### src/rtl/text_readback.sv
`default_nettype none
// +----------------------------------------------------------------------------+
// | text_readback: bus initiator that reads the text character buffer back     |
// | and streams each character while folding it into a 16-bit signature.      |
// | Optional: TEXT_READBACK_TIMEOUT_EN enables a per-read wait timeout.        |
// | Revision: 1.0                                                              |
// +----------------------------------------------------------------------------+
module text_readback #(
  parameter logic [63:0] BASE_ADDR = 64'h30002,
  parameter int          CELLS     = 7200,
  parameter int          TIMEOUT   = 255
) (
  input  logic        clock,
  input  logic        reset,
  input  logic        start,
  output logic [63:0] address,
  output logic        read,
  output logic        write,
  input  logic [63:0] read_data,
  input  logic        read_valid,
  output logic        busy,
  output logic        done,
  output logic        error,
  output logic [7:0]  char_out,
  output logic        char_valid,
  output logic [15:0] checksum
);

  typedef enum logic [1:0] {
    S_IDLE = 2'd0,
    S_REQ  = 2'd1,
    S_WAIT = 2'd2,
    S_FIN  = 2'd3
  } state_t;

  localparam logic [13:0] c_LAST = 14'(CELLS - 1);

  state_t      r_state;
  logic [13:0] r_count;
  logic [13:0] w_count_next;
  logic [15:0] w_sig_next;

  assign w_count_next = r_count + 14'd1;
  // Rotate-left-by-one then add: order-sensitive, so swapped cells are caught.
  assign w_sig_next   = {checksum[14:0], checksum[15]} + {8'd0, read_data[7:0]};
  assign write        = 1'b0;

  logic w_unused_data;
  assign w_unused_data = ^read_data[63:8];

`ifdef TEXT_READBACK_TIMEOUT_EN
  logic [31:0] r_wait;
  logic [31:0] w_wait_next;
  assign w_wait_next = r_wait + 32'd1;
`else
  logic w_unused_timeout;
  assign w_unused_timeout = |32'(TIMEOUT);
`endif

  always_ff @(posedge clock or posedge reset) begin
    if (reset) begin
      r_state    <= S_IDLE;
      r_count    <= 14'd0;
      address    <= 64'd0;
      read       <= 1'b0;
      busy       <= 1'b0;
      done       <= 1'b0;
      error      <= 1'b0;
      char_out   <= 8'd0;
      char_valid <= 1'b0;
      checksum   <= 16'd0;
`ifdef TEXT_READBACK_TIMEOUT_EN
      r_wait     <= 32'd0;
`endif
    end else begin
      read       <= 1'b0;
      done       <= 1'b0;
      char_valid <= 1'b0;
      case (r_state)
        S_IDLE: begin
          if (start) begin
            r_count  <= 14'd0;
            checksum <= 16'd0;
            error    <= 1'b0;
            char_out <= 8'd0;
            busy     <= 1'b1;
            read     <= 1'b1;
            address  <= BASE_ADDR;
            r_state  <= S_REQ;
          end
        end
        S_REQ: begin
`ifdef TEXT_READBACK_TIMEOUT_EN
          r_wait  <= 32'd0;
`endif
          r_state <= S_WAIT;
        end
        S_WAIT: begin
          if (read_valid) begin
            char_out   <= read_data[7:0];
            char_valid <= 1'b1;
            checksum   <= w_sig_next;
            if (r_count == c_LAST) begin
              r_state <= S_FIN;
            end else begin
              // Next request issues straight from WAIT so zero-wait reads pulse every other cycle.
              r_count <= w_count_next;
              address <= BASE_ADDR + {50'd0, w_count_next};
              read    <= 1'b1;
              r_state <= S_REQ;
            end
          end
`ifdef TEXT_READBACK_TIMEOUT_EN
          else if (w_wait_next >= 32'(TIMEOUT)) begin
            error   <= 1'b1;
            r_state <= S_FIN;
          end else begin
            r_wait <= w_wait_next;
          end
`endif
        end
        S_FIN: begin
          done    <= 1'b1;
          busy    <= 1'b0;
          r_state <= S_IDLE;
        end
        default: r_state <= S_IDLE;
      endcase
    end
  end

endmodule
`default_nettype wire

### config.mk
export PLATFORM = sky130hd
export DESIGN_NAME = text_readback
export DESIGN_NICKNAME = d
export VERILOG_FILES = /design/src/rtl/text_readback.sv
export SDC_FILE = /design/constraint.sdc
export NUM_CORES = 1
export LEC_CHECK = 0
export CORE_ASPECT_RATIO = 1.5
export CORE_MARGIN = 4
export CORE_UTILIZATION = 34
export CTS_BUF_LIST = sky130_fd_sc_hd__clkbuf_8
export CTS_CLUSTER_SIZE = 10
export DETAILED_ROUTE_END_ITERATION = 16
export DONT_BUFFER_PORTS = 1
export PLACE_DENSITY_LB_ADDON = 0.08
export SYNTH_ARGS = -nofsm -noshare
export SYNTH_HDL_FRONTEND = slang
export SYNTH_SLANG_ARGS = --single-unit
export TNS_END_PERCENT = 30
### constraint.sdc
create_clock -name clock -period 2.1 [get_ports clock]
set_clock_uncertainty 0.15 [all_clocks]
set_input_delay 0.315 -clock clock [delete_from_list [all_inputs] [get_ports clock]]
set_output_delay 0.315 -clock clock [all_outputs]
set_load 0.05 [all_outputs]
==> results.json, run 1 <==
{
  "status": "finished, violations left",
  "violations": "setup timing",
  "antenna_found_initial": 0,
  "portBuffers": 0,
  "yosysTopAreaCell": "dfrtp_1",
  "fillers": 1086,
  "synth.cell_area_um2": 3770,
  "ir_drop_uv": 692,
  "critPathMaxFanout": 4,
  "slew_viol_final": 0,
  "grt_usage": 0.163,
  "initial_core_util": 0.352,
  "dpl_cell_area_um2": 4300,
  "cp-end-kind": "flip-flop",
  "hold_violations": 0,
  "vias_per_cell": 4.67,
  "via_count": 3062,
  "synth_seq_cells": 59,
  "dp_worst_setup_slack_ns": -0.295,
  "fin_crit_sh": 1.07,
  "synthFlopType": "dfrtp_1",
  "synth.distinct_cells": 56,
  "place.gp.congestion": 0.836,
  "rsz0062_at_grt": "true",
  "min_path_type": "in2reg",
  "synth_warnings": 0,
  "ff2ff_path_depth": 10,
  "fmax_mhz": 444,
  "die_area_um2": 12900,
  "drive_gt1_frac": 0.307,
  "drt_iter0_markers": 144,
  "grt-ovfl-total": 0,
  "routedWlPerCell_um": 15.6,
  "area_growth_pct": 30.3,
  "synth_top_area_frac": 0.392,
  "ys_top_cells_by_area": "dfrtp_1 39%, buf_4 11%, o21ai_0 6.5%",
  "tritoncts": "built",
  "critPathKind": "reg2reg",
  "num_rows": 46,
  "leakage_nw": 2.24,
  "pin_count": 162,
  "setup_tns_ns": -1.16,
  "dieWidth_um": 93.9,
  "required_ns": 2.18,
  "worstMarginPinSlew_ns": 0.665,
  "worstSetupStartpoint": "r_count[0]$_DFFE_PP0P_",
  "drt_first_pass_iters": 4,
  "netlist_instances": 423,
  "r2r-start": "r_count[0]$_DFFE_PP0P_",
  "grt_pass1_wl_um": 16300,
  "final_util": 0.459,
  "cts_root_buffer": "clkbuf_8",
  "cts.htree.levels": 3,
  "routed_wirelength_um": 10300,
  "drv.max_cap_violation_count": 0,
  "synth_edf_count": 0,
  "place_hpwl_um": 7490,
  "ant_nets": 0,
  "setup_viol": 14,
  "design_area_um2": 4910,
  "setup_ws_ns": -0.153,
  "whs_ns": 0.0155,
  "dieHeight_um": 137,
  "nNetsFinal": 587,
  "clkTransAtPathRegs_ns": 0.07,
  "syn_area_per_cell_um2": 8.91,
  "hold_depth": 3,
  "drc_errors": 0,
  "critPathLaunchType": "flip-flop",
  "slew_headroom": 0.552,
  "synth_seq_area_share": 0.392,
  "min-delay-start": "read_valid",
  "cts_buffers": 9,
  "grt_pass1_vias": 3188,
  "p_per_area_nw_per_um2": 1060,
  "diodes": 0,
  "arrival_ns": 2.33,
  "cts_buffer_depth": 2,
  "async_reset_ff_frac": 1.00,
  "grt_max_degree": 33,
  "clock-sinks": 59,
  "clk_latency_ns": 0.34,
  "coreArea_um2": 10700,
  "min_period_ns": 2.25
}
==> metal layers <==
metal  share of wire  vias to the layer above  track usage  routed length (µm)
met3           0.049                        7       0.0534                 502
li1                -                     1517            -                   -
met1            0.38                     1477        0.176                3900
met5               0                        -            0                   0
met4           0.010                        0       0.0434                 106
met2            0.56                       61        0.303                5750
==> area by class of cell <==
class / instances / area, µm² / share of cell area
timing repair buffer: 99 / 826 / 0.168
sequential: 59 / 1480 / 0.302
clock buffer: 9 / 124 / 0.0252
tap: 144 / 180 / 0.0367
clock inverter: 6 / 22.5 / 0.00459
inverter: 14 / 52.6 / 0.0107
multi-input combinational: 325 / 2220 / 0.452
==> flip-flops by register name (all words and copies together) (netlist names), 2 cells and up <==
register,cells
checksum,16
r_count,14
address,15
r_state,2
char_out,8
==> per-stage QoR <==
step / total power [W] / std cells
after floorplan: 0.00347 / 471
after global placement: 0.00412 / 622
after detailed placement: 0.00413 / 622
after CTS: 0.00517 / 650
after global routing: 0.00552 / 656
final: 0.00519 / 656
==> layout by cell type, fill, tap and decap left out, types with 3 or more instances in the layout <==
cell type,n
inv_1,17
a31oi_1,3
inv_2,3
o21ai_1,9
xor2_1,13
a21oi_2,3
ha_4,3
nand2b_1,5
and3_1,6
o31ai_1,4
o21ai_2,3
clkbuf_8,9
dlygate4sd3_1,9
a21o_1,6
ha_1,6
nand3_2,3
buf_6,10
dfrtp_1,53
nand2_1,60
buf_4,77
a21oi_1,7
xnor2_1,13
xnor2_2,4
a22o_1,6
nand3_1,8
o21ai_0,40
conb_1,49
a211oi_2,3
dfrtp_2,6
nor2_1,15
==> path summary, 6_finish.rpt <==
check,endpoint,slack [ns]
setup / recovery,address[11]$_DFFE_PP0P_,-0.15
hold / removal,r_state[1]$_DFFE_PP0P_,0.02
setup reg to reg,address[11]$_DFFE_PP0P_,-0.15
hold reg to reg,busy$_DFFE_PP0P_,0.39
max in group asynchronous,r_count[3]$_DFFE_PP0P_,0.91
min in group asynchronous,char_out[1]$_DFFE_PP0P_,0.29
==> Yosys cell counts, types with 3 or more instances <==
cell and count:
nand2_1 61, o31ai_1 5, nor2b_1 4, and3_1 7, a21oi_1 10, nor2_1 15
a22o_1 6, buf_4 53, inv_1 14, a21o_1 7, nand3_1 10, and2_1 3
nand2b_1 6, buf_2 11, dfrtp_1 59, xnor2_1 17, xor2_1 15, nor4b_1 3
a211oi_1 4, o21ai_0 49, clkbuf_1 7, ha_1 10, o21ai_1 4, a31oi_1 3
==> what timing repair did <==
action,4_1_cts,5_1_grt
pin swaps,23,25
buffers inserted,3,6
gates resized for setup,33,31
hold buffers,9,0
cloned,1,0
endpoints found under the hold margin,26,0
setup endpoints to repair,39,31
==> power breakdown <==
group	internal, W	switching [W]	total [W]	leakage (nW)
Clock	0.000396	0.000453	0.000849	0.0967
Combinational	0.000879	0.00155	0.00243	1.36
Sequential	0.00136	0.000548	0.00191	0.785
Total	0.00263	0.00255	0.00519	2.24
==> critical path, cell delays in order, from the launching register on <==
cell,delay (ns)
dfrtp_1,0.42
ha_4,0.21
nand3_2,0.09
buf_6,0.13
buf_4,0.12
a21oi_1,0.07
a2bb2oi_2,0.17
a211o_4,0.37
nor3_4,0.19
xor2_1,0.16
o21ai_1,0.08
==> kinds of logic after synthesis <==
group           after synthesis  share of synthesized area
compound gates              102                      0.171
xor+xnor                     32                     0.0744
fa+ha+maj                    11                     0.0385
buf+inv                      87                      0.147
flops                        59                      0.392
mux                           1                    0.00266
other cells                   1                   0.000995
simple gates                130                      0.173
Note: power is estimated with default switching activity, not from simulation.
==> run 2: changes to the inputs <==
--- a/config.mk
+++ b/config.mk
@@ -5,7 +5,7 @@
 export SDC_FILE = /design/constraint.sdc
 export NUM_CORES = 1
 export LEC_CHECK = 0
-export CORE_ASPECT_RATIO = 1.5
+export CORE_ASPECT_RATIO = 1.25
 export CORE_MARGIN = 4
 export CORE_UTILIZATION = 34
 export CTS_BUF_LIST = sky130_fd_sc_hd__clkbuf_8
==> results.json, run 2 (synthesized netlist as in run 1, its figures left out) <==
{
  "status": "finished, violations left",
  "violations": "setup timing",
  "critPathLaunchType": "flip-flop",
  "drv.max_cap_violation_count": 0,
  "grt_max_degree": 60,
  "grt_pass1_vias": 3164,
  "routedWlPerCell_um": 14.8,
  "fin_crit_sh": 1.08,
  "mostFrequentLayoutCells": "86 x buf_4, 60 x nand2_1, 55 x dfrtp_1",
  "drive_gt1_frac": 0.317,
  "post-place-cells": 618,
  "diodes": 0,
  "cts_root_buffer": "clkbuf_8",
  "antenna_found_initial": 0,
  "ir_drop_uv": 686,
  "coreArea_um2": 10700,
  "hold_violations": 0,
  "min_path_type": "in2reg",
  "worstMarginPinSlew_ns": 0.708,
  "rsz0062_at_grt": "true",
  "initial_core_util": 0.351,
  "tritoncts": "built",
  "p_per_area_nw_per_um2": 1080,
  "pin_count": 162,
  "fmax_mhz": 440,
  "die_area_um2": 12800,
  "min_period_ns": 2.27,
  "largest_register": "checksum",
  "drt_first_pass_iters": 4,
  "via_count": 3062,
  "clock-sinks": 59,
  "cts_buffers": 9,
  "layoutNonFillerInstCount": 649,
  "final_util": 0.461,
  "cts.htree.levels": 3,
  "cp_slowest_cell": "dfrtp_1",
  "nNetsFinal": 591,
  "num_rows": 42,
  "leakage_nw": 2.25,
  "drc_errors": 0,
  "area_growth_pct": 31.3,
  "dieWidth_um": 102,
  "critPathKind": "reg2reg",
  "setup_viol": 11,
  "slew_viol_final": 0,
  "ant_nets": 0,
  "cp-end-kind": "flip-flop",
  "arrival_ns": 2.39,
  "grt_usage": 0.155,
  "required_ns": 2.22,
  "clkTransAtPathRegs_ns": 0.07,
  "portBuffers": 0,
  "cp_slowest_stage_delay_ns": 0.41,
  "setup_tns_ns": -1.12,
  "critical_path.cell_chain": "ha_4, buf_6, a21o_1, a21bo_2, a31o_4, a211o_4, nand2b_4, xnor2_2, o21ai_1",
  "place.gp.congestion": 0.790,
  "largest_reg_flops": 16,
  "dieHeight_um": 126,
  "critPathMaxFanout": 6,
  "clk_latency_ns": 0.35,
  "slew_headroom": 0.523,
  "cts_buffer_depth": 2,
  "place_hpwl_um": 7090,
  "grt_pass1_wl_um": 15700,
  "drt_iter0_markers": 77,
  "final_common_cell": "buf_4",
  "routed_wirelength_um": 9610,
  "reg_top3": "checksum (16), address (15), r_count (14)",
  "vias_per_cell": 4.72,
  "setup_ws_ns": -0.174,
  "grt-ovfl-total": 0
}
## run 2: cell types whose count changed in the layout (fill, tap and decap cells not counted), sizes merged
cell	change
bufinv	+1
clkinvlp	+1
clkinv	+3
inv	-5
buf	+5
## run 2: path summary, 6_finish.rpt
check,startpoint,to,slack [ns],depth (start not counted)
hold reg to reg,r_state[1]$_DFFE_PP0P_,busy$_DFFE_PP0P_,0.38,1
min in group asynchronous,reset,address[2]$_DFFE_PP0P_,0.34,3
setup / recovery,r_count[1]$_DFFE_PP0P_,address[13]$_DFFE_PP0P_,-0.17,9
hold / removal,read_valid,r_state[1]$_DFFE_PP0P_,0.01,3
max in group asynchronous,reset,checksum[0]$_DFFE_PP0P_,1.18,3
setup reg to reg,r_count[1]$_DFFE_PP0P_,address[13]$_DFFE_PP0P_,-0.17,9
## run 2: final cells by class
type / instances / area (µm²)
Fill cell: 1040 / 5770
Multi-Input combinational cell: 325 / 2190
Sequential cell: 59 / 1480
Timing Repair Buffer: 103 / 861
Tap cell: 132 / 165
Clock buffer: 10 / 138
Clock inverter: 6 / 56.3
Inverter: 14 / 52.6
## run 2: per-stage QoR
stage                     worst slack, ns  cell area (µm²)  total power (W)  hold WS (ns)
after floorplan                    -0.160             3990          0.00347         0.298
after CTS                          -0.239             4800          0.00534       0.00278
final                              -0.174             4950          0.00534        0.0138
after global placement             -0.315             4370          0.00415         0.143
after detailed placement           -0.311             4370          0.00417         0.151
after global routing               -0.268             4950          0.00569        0.0404
## run 2: worst max-delay path: cells and delay by family, from the launching register on
| family | cells | cell delay [ns] |
|---|---|---|
| AOI/OAI and AO/OA | 5 | 1.01 |
| DFF | 1 | 0.41 |
| adders and majority gates | 1 | 0.19 |
| and+or+nand+nor | 1 | 0.15 |
| xor gates and xnor gates | 1 | 0.14 |
| buffers and inverters | 1 | 0.13 |
## run 2: power breakdown
part           leakage [nW]  internal [W]  total (W)  switching [W]
Sequential            0.788       0.00136    0.00190       0.000544
Clock                 0.103      0.000569    0.00105       0.000485
Combinational          1.36      0.000852    0.00238        0.00153
## run 2: per-layer routing
layer  GRT usage  vias to the layer above  wire (µm)
met5           0                        -          0
met4      0.0610                        0        144
met3      0.0420                       10        450
met2       0.269                       56       5180
met1       0.180                     1473       3840
li1            -                     1523          -
## run 2: what timing repair did
item	CTS	global route
buffers inserted	2	4
setup endpoints to repair	39	32
resized for setup	30	28
hold buffers	9	0
hold endpoints to repair	67	0
pin swaps	21	19
==> run 3: changes to the inputs <==
--- a/config.mk
+++ b/config.mk
@@ -8,7 +8,6 @@
 export CORE_ASPECT_RATIO = 1.25
 export CORE_MARGIN = 4
 export CORE_UTILIZATION = 34
-export CTS_BUF_LIST = sky130_fd_sc_hd__clkbuf_8
 export CTS_CLUSTER_SIZE = 10
 export DETAILED_ROUTE_END_ITERATION = 16
 export DONT_BUFFER_PORTS = 1
==> results.json, run 3 (synthesized netlist as in run 1, its figures left out) <==
{
  "multi_input_area_um2": 2190,
  "drive_gt1_frac": 0.319,
  "slew_headroom": 0.534,
  "grt_pass1_vias": 3129,
  "rsz0062_at_grt": "true",
  "clkTransAtPathRegs_ns": 0.06,
  "critPathLaunchType": "flip-flop",
  "cp-end-kind": "flip-flop",
  "critPathMaxFanout": 6,
  "rrSetupSlack_ns": -0.17,
  "initial_core_util": 0.351,
  "grt_max_degree": 60,
  "pin_count": 162,
  "combPwrFrac": 0.416,
  "min_period_ns": 2.27,
  "swShare": 0.452,
  "largest_register": "checksum",
  "ant_nets": 0,
  "critPathKind": "reg2reg",
  "num_rows": 42,
  "tritoncts": "built",
  "clockPowerShare": 0.254,
  "via_count": 3084,
  "whs_ns": 0.0370,
  "mostFrequentLayoutCells": "86 x buf_4, 60 x nand2_1, 54 x dfrtp_1",
  "ir_drop_uv": 681,
  "setup_viol": 12,
  "ff_latch_area_um2": 1480,
  "cts.htree.levels": 3,
  "reg_top3": "checksum (16), address (15), r_count (14)",
  "grt_usage": 0.156,
  "required_ns": 2.20,
  "fin_crit_sh": 1.08,
  "min_path_type": "in2reg",
  "fmax_mhz": 440,
  "drt_iter0_markers": 95,
  "drv.max_cap_violation_count": 0,
  "cts_buffer_depth": 2,
  "nNetsFinal": 591,
  "p_int_w": 0.00316,
  "dieHeight_um": 126,
  "leakage_nw": 2.29,
  "worstMarginPinSlew_ns": 0.692,
  "violations": "setup timing",
  "place.gp.congestion": 0.790,
  "final_common_cell": "buf_4",
  "power_switching_w": 0.00261,
  "arrival_ns": 2.37,
  "vias_per_cell": 4.75,
  "cts_buffers": 9,
  "coreArea_um2": 10700,
  "hold_violations": 0,
  "status": "finished, violations left",
  "drt_first_pass_iters": 4,
  "drc_errors": 0,
  "slew_viol_final": 0,
  "routed_wirelength_um": 9640,
  "portBuffers": 0,
  "antenna_found_initial": 0,
  "fillers": 1036,
  "sequentialPowerShare": 0.330,
  "grt-ovfl-total": 0,
  "final_util": 0.470,
  "clk_latency_ns": 0.33,
  "setup_ws_ns": -0.171,
  "dieWidth_um": 102,
  "area_growth_pct": 33.9,
  "die_area_um2": 12800,
  "cts_root_buffer": "clkbuf_16",
  "p_per_area_nw_per_um2": 1140,
  "clock-sinks": 59,
  "diodes": 0,
  "grt_pass1_wl_um": 15700,
  "place_hpwl_um": 7090,
  "largest_reg_flops": 16,
  "routedWlPerCell_um": 14.8
}
## run 3: cell count changes in the layout (fill, tap and decap cells not counted)
cell / before / now
a211oi_4: 0 / 1
ha_4: 3 / 2
inv_2: 2 / 3
ha_1: 7 / 8
o21ai_1: 15 / 18
clkbuf_16: 0 / 9
inv_1: 13 / 11
o21ai_0: 31 / 28
dfrtp_2: 4 / 5
clkbuf_8: 10 / 1
clkbuf_1: 0 / 1
dfrtp_1: 55 / 54
a211oi_2: 4 / 3
## run 3: area by class of cell
| cell class | instances | share of cell area |
|---|---|---|
| Multi-Input combinational cell | 325 | 0.434 |
| Timing Repair Buffer | 103 | 0.171 |
| Tap cell | 132 | 0.0327 |
| Inverter | 14 | 0.0104 |
| Sequential cell | 59 | 0.294 |
| Clock buffer | 11 | 0.0481 |
| Clock inverter | 5 | 0.0104 |
## run 3: per-stage QoR
| step | TNS, ns | cells | cell area, µm² | total power [W] | worst slack (ns) |
|---|---|---|---|---|---|
| after global placement | -5.77 | 618 | 4370 | 0.00415 | -0.315 |
| final | -1.02 | 649 | 5040 | 0.00577 | -0.171 |
| after global routing | -2.90 | 649 | 5040 | 0.00613 | -0.235 |
| after floorplan | -1.42 | 471 | 3990 | 0.00347 | -0.160 |
| after CTS | -1.36 | 645 | 4900 | 0.00576 | -0.230 |
| after detailed placement | -5.32 | 618 | 4370 | 0.00417 | -0.311 |
## run 3: what timing repair did
item                                    CTS  global route
endpoints found under the setup margin   38            30
endpoints found under the hold margin    67             0
pin swaps                                19            16
resized for setup                        29            34
cloned                                    0             0
setup buffers                             2             4
hold buffers                              9             0
## run 3: worst paths after layout
kind	depth (start not counted)	to	start
max	9	address[13]$_DFFE_PP0P_	r_count[1]$_DFFE_PP0P_
min	3	r_state[1]$_DFFE_PP0P_	read_valid
max reg2reg	9	address[13]$_DFFE_PP0P_	r_count[1]$_DFFE_PP0P_
min reg2reg	1	busy$_DFFE_PP0P_	r_state[1]$_DFFE_PP0P_
max in group asynchronous	3	checksum[0]$_DFFE_PP0P_	reset
min in group asynchronous	3	address[2]$_DFFE_PP0P_	reset
## run 3: per-layer routing
| metal | GRT usage | up-vias | wire [µm] |
|---|---|---|---|
| li1 | - | 1522 | - |
| met1 | 0.181 | 1487 | 3850 |
| met2 | 0.269 | 63 | 5170 |
| met3 | 0.0498 | 12 | 505 |
| met4 | 0.0463 | 0 | 112 |
| met5 | 0 | - | 0 |
## run 3: critical path: stages (launching register included)
cell,delay (ns)
dfrtp_1,0.40
ha_4,0.19
buf_6,0.13
a21o_1,0.16
a21bo_2,0.20
a31o_4,0.22
a211o_4,0.30
nand2b_4,0.15
xnor2_2,0.14
o21ai_1,0.13
## run 3: power by group through the flow
stage | clock, W | sequential, W | combinational [W]
finish | 0.00147 | 0.00190 | 0.00240
global route | 0.00155 | 0.00194 | 0.00264
CTS | 0.00151 | 0.00191 | 0.00234
detailed placement | 0 | 0.00192 | 0.00225
global placement | 0 | 0.00192 | 0.00223
floorplan | 0 | 0.00222 | 0.00124
